<file path="src/rtl/risc16_pkg.sv">
//------------------------------------------------------------------------------
// Module   : risc16_pkg
// Brief    : Shared RiSC-16 constants and types used by the core and its blocks.
// Revision : 1.0 - initial release
//------------------------------------------------------------------------------
`default_nettype none

package risc16_pkg;

    localparam int WORD_LEN      = 16;
    localparam int REG_ADDR_LEN  = 3;
    localparam int REG_FILE_SIZE = 8;
    localparam int ZERO_REG      = 0;

    typedef logic [WORD_LEN-1:0]     word_t;
    typedef logic [REG_ADDR_LEN-1:0] reg_addr_t;

endpackage : risc16_pkg

`default_nettype wire

</file>
<file path="src/rtl/mem_reg.sv">
//------------------------------------------------------------------------------
// Module   : mem_reg
// Brief    : RiSC-16 register file, two combinational read ports, one
//            synchronous write port, r0 hard-wired to zero.
// Revision : 1.0 - initial release
//------------------------------------------------------------------------------
`default_nettype none

module mem_reg
    import risc16_pkg::*;
#(
    parameter int p_WORD_LEN      = WORD_LEN,
    parameter int p_REG_ADDR_LEN  = REG_ADDR_LEN,
    parameter int p_REG_FILE_SIZE = REG_FILE_SIZE
) (
    input  logic                      i_clk,
    input  logic                      i_rst_n,
    input  logic [p_REG_ADDR_LEN-1:0] i_src1,
    input  logic [p_REG_ADDR_LEN-1:0] i_src2,
    output logic [p_WORD_LEN-1:0]     o_src1_data,
    output logic [p_WORD_LEN-1:0]     o_src2_data,
    input  logic [p_REG_ADDR_LEN-1:0] i_tgt,
    input  logic [p_WORD_LEN-1:0]     i_tgt_data,
    input  logic                      i_wr_en
);

    localparam int c_DEPTH = 2 ** p_REG_ADDR_LEN;

    generate
        if ((p_REG_FILE_SIZE > c_DEPTH) || (p_REG_FILE_SIZE < 2)) begin : g_bad_size
            $error("mem_reg: p_REG_FILE_SIZE must be in [2, 2**p_REG_ADDR_LEN]");
        end
    endgenerate

    // Power-up contents are zero because the core does not drive reset here yet.
    logic [p_WORD_LEN-1:0] mem_q [c_DEPTH] = '{default: '0};

    logic w_wr_hit;
    logic w_src1_ok;
    logic w_src2_ok;

    assign w_wr_hit  = i_wr_en && (32'(i_tgt) != ZERO_REG)
                                && (32'(i_tgt) < p_REG_FILE_SIZE);
    assign w_src1_ok = (32'(i_src1) != ZERO_REG) && (32'(i_src1) < p_REG_FILE_SIZE);
    assign w_src2_ok = (32'(i_src2) != ZERO_REG) && (32'(i_src2) < p_REG_FILE_SIZE);

    always_ff @(posedge i_clk) begin
        if (!i_rst_n) begin
            for (int i = 0; i < c_DEPTH; i++) begin
                mem_q[i] <= '0;
            end
        end else if (w_wr_hit) begin
            mem_q[i_tgt] <= i_tgt_data;
        end
    end

    // No write bypass: a same-cycle read of the target sees the old value.
    assign o_src1_data = w_src1_ok ? mem_q[i_src1] : '0;
    assign o_src2_data = w_src2_ok ? mem_q[i_src2] : '0;

endmodule : mem_reg

`default_nettype wire

</file>
<file path="config.mk">
export PLATFORM = sky130hd
export DESIGN_NAME = mem_reg
export DESIGN_NICKNAME = d
export VERILOG_FILES = /design/src/rtl/risc16_pkg.sv /design/src/rtl/mem_reg.sv
export SDC_FILE = /design/constraint.sdc
export NUM_CORES = 1
export LEC_CHECK = 0
export CAP_MARGIN = 20
export CORE_ASPECT_RATIO = 0.7
export CORE_UTILIZATION = 40
export CTS_CLUSTER_SIZE = 25
export DETAILED_ROUTE_END_ITERATION = 10
export GPL_ROUTABILITY_DRIVEN = 0
export HOLD_SLACK_MARGIN = 0.08
export PLACE_DENSITY_LB_ADDON = 0.3
export SLEW_MARGIN = 20
export SYNTH_ARGS = -nofsm -noshare
export SYNTH_HDL_FRONTEND = slang
export SYNTH_SLANG_ARGS = --single-unit
</file>
<file path="constraint.sdc">
create_clock -name i_clk -period 6.54 [get_ports i_clk]
set_clock_uncertainty 0.2 [all_clocks]
set_input_delay 0.654 -clock i_clk [delete_from_list [all_inputs] [get_ports i_clk]]
set_output_delay 0.654 -clock i_clk [all_outputs]
set_load 0.005 [all_outputs]
</file>
==> metrics.md, run 1 <==
| Metric | Value |
|---|---|
| Total GRT Usage | `0.2149` |
| Worst-case vdd ir drop | `0.1359 mV` |
| Synth unique cells | `31` |
| H-Tree Depth | `3` |
| Met2 routed WL | `~8000 microns` |
| TritonCTS Sinks | `between 100 and 150` |
| Initial Utilization | `0.4108` |
| First-pass GRT wire length | `between 20,000 and 30,000 microns` |
| Synth top area cells | `edfxtp_1, and2_1, mux2i_1` |
| CTS resizes | `0` |
| Dominant synthesized flop cell | `edfxtp_1` |
| Worst Max-Slew Pin Slew | `1.060 ns` |
| Largest regs | `mem_q: 112 flops` |
| Crit Path Class | `in -> out` |
| RSZ-0062 raised after global routing | `false` |
| DR vias | `between 4,000 and 5,000` |
| Number of port buffers | `between 50 and 60` |
| Yosys reg bits | `112` |
| Number of CTS-inserted buffers | `9` |
| Cts-stage hold buffer count | `0` |
| Top Layer Used | `met4` |
| Min Tclk post-route | `~4.4 ns` |
| CTS tree | `built` |
| Flop pwr share | `0.518` |
| Pwr Density | `between 200 and 250 mW/mm^2` |
| Max_cap viols | `0` |
| Final hold violations | `0` |
| Yosys top cell by area | `edfxtp_1` |
| CP Capture Point | `o_src1_data[7]` |
| Die height | `about 110 microns` |
| Final period utilization | `0.6723` |
| Slew headroom | `0.2935` |
| Logic pwr share | `0.158` |
| Post-synth EDFFs | `around 110` |
| Cell count after synthesis | `468` |
| Startpoint Class | `input pin` |
| DRT Pass-1 Iters | `5` |
| Syn_area_per_cell | `around 14 sq um` |
| Nets@finish | `approximately 540` |
| CP Max Fanout | `18` |
| Routed Antenna Nets | `0` |
| Gr ovfl total | `0` |
| Vias in the first global route | `4,311` |
| Max Buffers Root-to-Sink | `2` |
| Req. time, crit path | `about 5.7 ns` |
| Crit path top cell by count | `clkdlybuf4s50_1` |
| Antenna cell count | `0` |
| Die ar. | `roughly 0.016 sq mm` |
| Setup Buffers After CTS | `0` |
| Synth top area share | `0.5265` |
| Total power | `between 1.5 and 2 mW` |
| Clock root cell | `clkbuf_16` |
| WL/cell | `about 24 microns` |
| Slew Viols, Final | `0` |
| P_leak | `around 2.6 nW` |
| Largest net degree at the start of global routing | `a little under 60` |
| Met3 wire len | `1067 microns` |
| Psw | `between 0.4 and 0.5 mW` |
| Ys async rst share | `0` |
| Slowest stage cell on the critical path | `clkdlybuf4s50_1` |
| Synth Cell Area | `around 0.0064 sq mm` |
| Maximum clock rate | `~230 MHz` |
| Crit path capture type | `output pin` |
| Status | `complete, no violations` |
| Num rows | `38` |
| YS warnings | `0` |
| Setup_tns | `0 ns` |
| Final routed DRC violation total | `0` |
| Vias/cell | `5.822` |
| Core region area | `0.01555 sq mm` |
| Syn Nets | `496` |
| Switching share of power | `0.2606` |
| Placed wire-length estimate | `9938 microns` |
| Hold Path Class | `in -> reg` |
| Worst EP arrival | `around 3.5 ns` |
| Die X | `about 150 microns` |
| Clock network power share | `0.325` |
| Final setup viols | `0` |
| Sequential area share after synthesis | `0.5265` |
| DRT iter0 DRCs | `about 320` |
| Number of fill cells | `between 1,000 and 1,500` |
| Max FFs per register | `between 100 and 150` |
| Met1 WL | `7914 microns` |
| Slowest stage delay, CP | `about 1.1 ns` |
| Synth-to-layout area growth | `13.83%` |
| CP Launch Point | `i_src1[2]` |
| Post-Route WL | `17,120 microns` |
| Hold Path Stages | `2` |
| Largest Register | `mem_q` |
| Initial antenna violation count | `0` |
| Clock transition at the registers of the reported paths | `0.08 ns` |
| # IOs | `60` |
| Layout cells sized above 1 | `0.1848` |
| Worst-path cell chain | `clkdlybuf4s50_1 > nand2b_1 > a211oi_1 > a311oi_1 > clkdlybuf4s50_1` |
| Int Pwr | `roughly 1.2 mW` |
-- stage by stage --
stage	instance area (sq um)	utilization	hold WS [ns]	std cells	worst slack, ns
floorplan	6387	-	0.6522	468	3.787
global placement	6978	0.4488	1.251	698	2.285
detailed placement	6983	0.4491	1.262	698	2.176
CTS	7269	0.4676	0.8922	714	2.169
global route	7271	0.4676	0.9116	714	2.047
finish	7271	0.4676	0.8846	714	2.143
-- worst max-delay path: cells and delay by family --
kind | cells | cell delay, ns
compound gates | 2 | 0.57
buf+inv | 2 | 1.60
simple gates | 1 | 0.70
-- cell usage after synthesis (all sizes together) (2+ instances only) --
library cell  number
and2             113
edfxtp           112
mux2i             48
a221oi            46
mux2              32
buf               26
nor2b             19
a211oi            16
a311oi            16
clkbuf            14
nor2               6
o21ai              6
nand2b             5
nand2              2
-- kinds of logic after synthesis --
logic type | count (synthesis) | synth area share
buf+inv | 41 | 0.05113
mux | 80 | 0.1393
compound gates | 87 | 0.1303
flops | 112 | 0.5265
simple gates | 148 | 0.1528
-- layer usage --
metal | track usage | vias up
met2 | 0.3467 | 161
met3 | 0.04428 | 18
li1 | - | 1893
met5 | 0 | -
met4 | 0.05267 | 0
met1 | 0.2956 | 2085
-- layout by cell type, fill, tap and decap left out, drive strengths merged, types with 14 or more instances in the layout --
master	count
and2	113
edfxtp	112
clkdlybuf4s50	56
mux2i	48
a221oi	46
mux2	32
nor2b	19
a211oi	16
a311oi	16
buf	14
-- power groups by stage --
stage          logic (mW)  clock network [mW]  registers (mW)
6_report            0.262               0.539           0.859
3_5_place_dp        0.262                   0           0.874
4_1_cts             0.263               0.541           0.858
2_1_floorplan       0.155                   0           0.867
3_3_place_gp        0.256                   0           0.871
5_1_grt             0.278               0.573           0.864
-- layout make-up --
class                      instances  area (sq um)  share of cell area
tap                              200         250.2             0.03442
multi-input combinational        315          2709              0.3726
timing repair buffer              70         658.1             0.09052
clock inverter                     7         61.31            0.008432
sequential                       112          3363              0.4626
clock buffer                       9         225.2             0.03098
inverter                           1         3.754           0.0005163
-- how the worst min path moves through the flow --
| stage | end | start |
|---|---|---|
| floorplan | mem_q[1][0] | i_tgt_data[0] |
| global placement | mem_q[3][7] | i_tgt_data[7] |
| detailed placement | mem_q[7][11] | i_tgt_data[11] |
| CTS | mem_q[7][11] | i_tgt_data[11] |
| global route | mem_q[6][7] | i_tgt_data[7] |
| finish | mem_q[7][11] | i_tgt_data[11] |
Power figures use the tool's default switching activity.
==> inputs of run 2 (changes only) <==
Clock period 6.54 ns to 4.3 ns, I/O delays scaled along.
==> metrics.md, run 2 (same netlist as run 1, synthesis figures left out) <==
| Metric | Value |
|---|---|
| Req. time, crit path | `3.67 ns (-2.02 ns)` |
| Hold Path Class | `in -> reg` |
| Met3 wire len | `1132 microns (+6.1%)` |
| Startpoint Class | `input pin` |
| Core region area | `0.01555 sq mm (unchanged)` |
| CP Max Fanout | `16 (-2)` |
| Commonest non-fill, non-tap cell in the layout | `and2_1` |
| Dpl cell area | `0.007056 sq mm (+1.0%)` |
| Slowest stage delay, CP | `0.92 ns (-0.17 ns)` |
| Crit path top cell by count | `clkdlybuf4s50_1` |
| TritonCTS Sinks | `112 (unchanged)` |
| Vias/cell | `5.812 (-0.18%)` |
| CP Launch Point | `i_src2[1]` |
| Die ar. | `0.01649 sq mm (unchanged)` |
| Number of CTS-inserted buffers | `9 (unchanged)` |
| Top Layer Used | `met4` |
| H-Tree Depth | `3 (unchanged)` |
| Antenna cell count | `0 (unchanged)` |
| Crit path capture type | `output pin` |
| Design area | `0.007352 sq mm (+1.1%)` |
| Cts-stage hold buffer count | `0 (unchanged)` |
| Nets@finish | `546 (+1.7%)` |
| Post-Route WL | `16,900 microns (-1.3%)` |
| Clock root cell | `clkbuf_16` |
| Vias in the first global route | `4,362 (+1.2%)` |
| Die height | `107.7 microns (unchanged)` |
| P_leak | `2.615 nW (+1.9%)` |
| Slowest stage cell on the critical path | `and2_1` |
| Placed wire-length estimate | `10,530 microns (+5.9%)` |
| Gr ovfl total | `0 (unchanged)` |
| Final period utilization | `0.8216` |
| Num rows | `38 (unchanged)` |
| Synth-to-layout area growth | `15.10%` |
| Max Buffers Root-to-Sink | `2 (unchanged)` |
| Number of fill cells | `1,350 (-1.3%)` |
| # IOs | `60 (unchanged)` |
| Largest net degree at the start of global routing | `34 (-42%)` |
| Worst EP arrival | `2.90 ns (-0.64 ns)` |
| Die X | `153.0 microns (unchanged)` |
| Met1 WL | `7899 microns (-0.19%)` |
| Pwr Density | `346.4 mW/mm^2 (+52%)` |
| Slew Viols, Final | `0 (unchanged)` |
| Final routed DRC violation total | `0 (unchanged)` |
| Maximum clock rate | `about 280 MHz` |
| Layout cells sized above 1 | `0.1931 (+0.008292)` |
| Buf/Inv on CP | `2 (unchanged)` |
| Worst-path cell chain | `clkdlybuf4s50_1 > and2_1 > a221oi_1 > clkdlybuf4s50_1` |
| Worst Max-Slew Pin Slew | `1.080 ns (+0.02010 ns)` |
| Min Tclk post-route | `about 3.5 ns` |
| Most frequent cells in the layout | `and2_1, edfxtp_1, clkdlybuf4s50_1, mux2i_1, a221oi_1` |
| Hold Startpoint | `i_tgt_data[0]` |
| Setup_tns | `0 ns (unchanged)` |
| Final hold violations | `0 (unchanged)` |
| Initial Utilization | `0.4108 (unchanged)` |
| CTS tree | `built` |
| Clock transition at the registers of the reported paths | `0.07 ns (about the same)` |
| Slew headroom | `0.2801 (-0.01340)` |
| Max FFs per register | `112 (unchanged)` |
| Crit Path Class | `in -> out` |
| CTS resizes | `0 (unchanged)` |
| Routed Antenna Nets | `0 (unchanged)` |
| Max_cap viols | `0 (unchanged)` |
| Largest Register | `mem_q` |
| Critical path's top delay family | `buffers and inverters` |
| Setup Buffers After CTS | `0 (unchanged)` |
| Worst-case vdd ir drop | `0.1868 mV (+37%)` |
| Final core occ | `0.4729 (+0.005231)` |
| Total GRT Usage | `0.2149 (about the same)` |
| RSZ-0062 raised after global routing | `false` |
| Largest regs | `mem_q: 112 flops` |
| DR vias | `4,202 (+1.1%)` |
| Status | `complete, no violations` |
| Initial antenna violation count | `0 (unchanged)` |
| WL/cell | `23.37 microns (-2.5%)` |
| DRT Pass-1 Iters | `5 (unchanged)` |
| Number of port buffers | `59 (unchanged)` |
| Met2 routed WL | `7716 microns (-2.9%)` |
| DRT iter0 DRCs | `366 (+15%)` |
| Final setup viols | `0 (unchanged)` |
| First-pass GRT wire length | `26,100 microns (+1.8%)` |
run 2: through the flow:
step | instances | total power, mW | setup WS [ns] | hold slack (ns)
after CTS | 723 | 2.563 | 0.7258 | 0.6743
after global placement | 707 | 1.724 | 0.7800 | 1.032
after global routing | 723 | 2.635 | 0.6521 | 0.6870
final | 723 | 2.547 | 0.7669 | 0.6788
after detailed placement | 707 | 1.734 | 0.7297 | 1.042
after floorplan | 468 | 1.555 | 1.771 | 0.4282
run 2: layer usage:
metal,global-route usage,vias up
met1,0.3039,2109
met5,0,-
met2,0.3392,162
li1,-,1914
met4,0.04978,0
met3,0.04187,17
run 2: worst paths after layout:
check                   endpoint  slack, ns  cells after the start
setup / recovery  o_src2_data[2]       0.77                      4
hold / removal       mem_q[6][0]       0.68                      2
run 2: area by class of cell:
cell class                 count  area (sq um)  share of cell area
timing repair buffer          79         738.2              0.1004
inverter                       1         3.754           0.0005106
multi-input combinational    315          2700              0.3673
clock inverter                 7         71.32            0.009700
clock buffer                   9         225.2             0.03063
sequential                   112          3363              0.4575
tap                          200         250.2             0.03404
run 2: report_power, final:
group	leakage [nW]	internal (mW)	switching, mW
clock network	0.139	0.452	0.385
logic	1.40	0.197	0.208
registers	1.07	1.27	0.0349
==> inputs of run 3 (changes only) <==
Clock period 4.3 ns to 3.3 ns, I/O delays scaled along.
==> metrics.md, run 3 (same netlist as run 1, synthesis figures left out) <==
| Metric | Value |
|---|---|
| Status | `complete, no violations` |
| Core region area | `0.01555 sq mm (unchanged)` |
| DRT iter0 DRCs | `363 (-0.82%)` |
| Initial antenna violation count | `0 (unchanged)` |
| Die X | `153.0 microns (unchanged)` |
| Synth-to-layout area growth | `16.18%` |
| Cts-stage hold buffer count | `0 (unchanged)` |
| Largest regs | `mem_q: 112 flops` |
| Hold Path Class | `in -> reg` |
| Die ar. | `0.01649 sq mm (unchanged)` |
| Max FFs per register | `112 (unchanged)` |
| Initial Utilization | `0.4108 (unchanged)` |
| Final routed DRC violation total | `0 (unchanged)` |
| Final setup viols | `0 (unchanged)` |
| Final period utilization | `0.9315` |
| DRT Pass-1 Iters | `5 (unchanged)` |
| Maximum clock rate | `roughly 330 MHz` |
| First-pass GRT wire length | `26,490 microns (+1.5%)` |
| Largest Register | `mem_q` |
| Number of CTS-inserted buffers | `9 (unchanged)` |
| Worst hold slack | `0.5752 ns (-0.1036 ns)` |
| CTS tree | `built` |
| Worst-path cell chain | `clkdlybuf4s50_1 > buf_4 > and2_1 > buf_4 > a221oi_2 > clkdlybuf4s50_1` |
| Slowest stage cell on the critical path | `and2_1` |
| H-Tree Depth | `3 (unchanged)` |
| Number of port buffers | `59 (unchanged)` |
| Setup_tns | `0 ns (unchanged)` |
| CTS resizes | `0 (unchanged)` |
| Post-Route WL | `17,290 microns (+2.3%)` |
| Max_cap viols | `0 (unchanged)` |
| WL/cell | `23.49 microns (+0.50%)` |
| Min Tclk post-route | `3.074 ns` |
| Crit path capture type | `output pin` |
| Die height | `107.7 microns (unchanged)` |
| CP Max Fanout | `11 (-5)` |
| Layout cells sized above 1 | `0.2071 (+0.01397)` |
| Placed wire-length estimate | `11,500 microns (+9.2%)` |
| Routed Antenna Nets | `0 (unchanged)` |
| Gr ovfl total | `0 (unchanged)` |
| DR vias | `4,218 (+0.38%)` |
| Vias/cell | `5.731 (-1.4%)` |
| # IOs | `60 (unchanged)` |
| Clock transition at the registers of the reported paths | `0.07 ns (about the same)` |
| Commonest non-fill, non-tap cell in the layout | `and2_1` |
| Slew headroom | `0.4258 (+0.1457)` |
| Startpoint Class | `input pin` |
| TritonCTS Sinks | `112 (unchanged)` |
| Worst Max-Slew Pin Slew | `0.8604 ns (-0.2195 ns)` |
| Worst EP arrival | `2.54 ns (-0.36 ns)` |
| Pwr Density | `434.9 mW/mm^2 (+26%)` |
| Nets@finish | `560 (+2.6%)` |
| Num rows | `38 (unchanged)` |
| Vias in the first global route | `4,400 (+0.87%)` |
| Slowest stage delay, CP | `0.60 ns (-0.32 ns)` |
| Crit Path Class | `in -> out` |
| Clock root cell | `clkbuf_16` |
| Largest net degree at the start of global routing | `33 (-2.9%)` |
| RSZ-0062 raised after global routing | `false` |
| Final hold violations | `0 (unchanged)` |
| Total GRT Usage | `0.2226 (+0.007679)` |
| Max Buffers Root-to-Sink | `2 (unchanged)` |
| Setup Buffers After CTS | `0 (unchanged)` |
| Req. time, crit path | `2.77 ns (-0.90 ns)` |
| Antenna cell count | `0 (unchanged)` |
| Most frequent cells in the layout | `and2_1, edfxtp_1, clkdlybuf4s50_1, mux2i_1, buf_4` |
| P_leak | `2.665 nW (+1.9%)` |
| Worst-case vdd ir drop | `0.2393 mV (+28%)` |
| Slew Viols, Final | `0 (unchanged)` |
-- run 3: cell types whose count changed in the layout (fill, tap and decap cells not counted), sizes merged --
cell / change
bufinv: -1
clkinv: -1
inv: -1
clkbuf: +2
buf: +14
-- run 3: cell type report --
type / instances / area [sq um]
fillers: 1385 / 8127
clock inverters: 4 / 22.52
clock buffers: 11 / 232.7
inverters: 1 / 3.754
multi-input cells: 315 / 2705
flip-flops and latches: 112 / 3363
repair buffers: 93 / 843.3
well taps: 200 / 250.2
-- run 3: final timing paths --
| check | start | to | slack [ns] | cells past startpoint |
|---|---|---|---|---|
| worst max-delay path | i_src2[2] | o_src2_data[10] | 0.23 | 6 |
| worst min-delay path | i_tgt_data[7] | mem_q[7][7] | 0.58 | 2 |
-- run 3: worst max-delay path, delay by kind of cell --
kind                   cells  cell delay, ns
AND/OR/NAND/NOR            1            0.60
AO/OA/AOI/OAI              1            0.10
buffers and inverters      4            1.50
-- run 3: through the flow --
step	worst slack [ns]	power (mW)	cell area (sq um)	cells	utilization
after floorplan	0.8709	2.027	6387	468	-
after global placement	0.2020	2.261	7161	721	0.4606
after detailed placement	0.2428	2.274	7166	721	0.4609
after CTS	0.2381	3.237	7421	736	0.4773
after global routing	0.1582	3.350	7421	736	0.4773
final	0.2261	3.227	7421	736	0.4773
-- run 3: report_power, final --
part	switching (mW)	total (mW)	internal, mW
clock	0.480	0.984	0.504
sequential	0.0475	1.70	1.66
combinational	0.274	0.541	0.267
total	0.801	3.23	2.43
-- run 3: metal layers --
layer  routed length (microns)  global-route usage
met4                       195             0.05556
met3                      1285             0.04911
met1                      7866              0.3107
met2                      7936              0.3503
met5                         0                   0
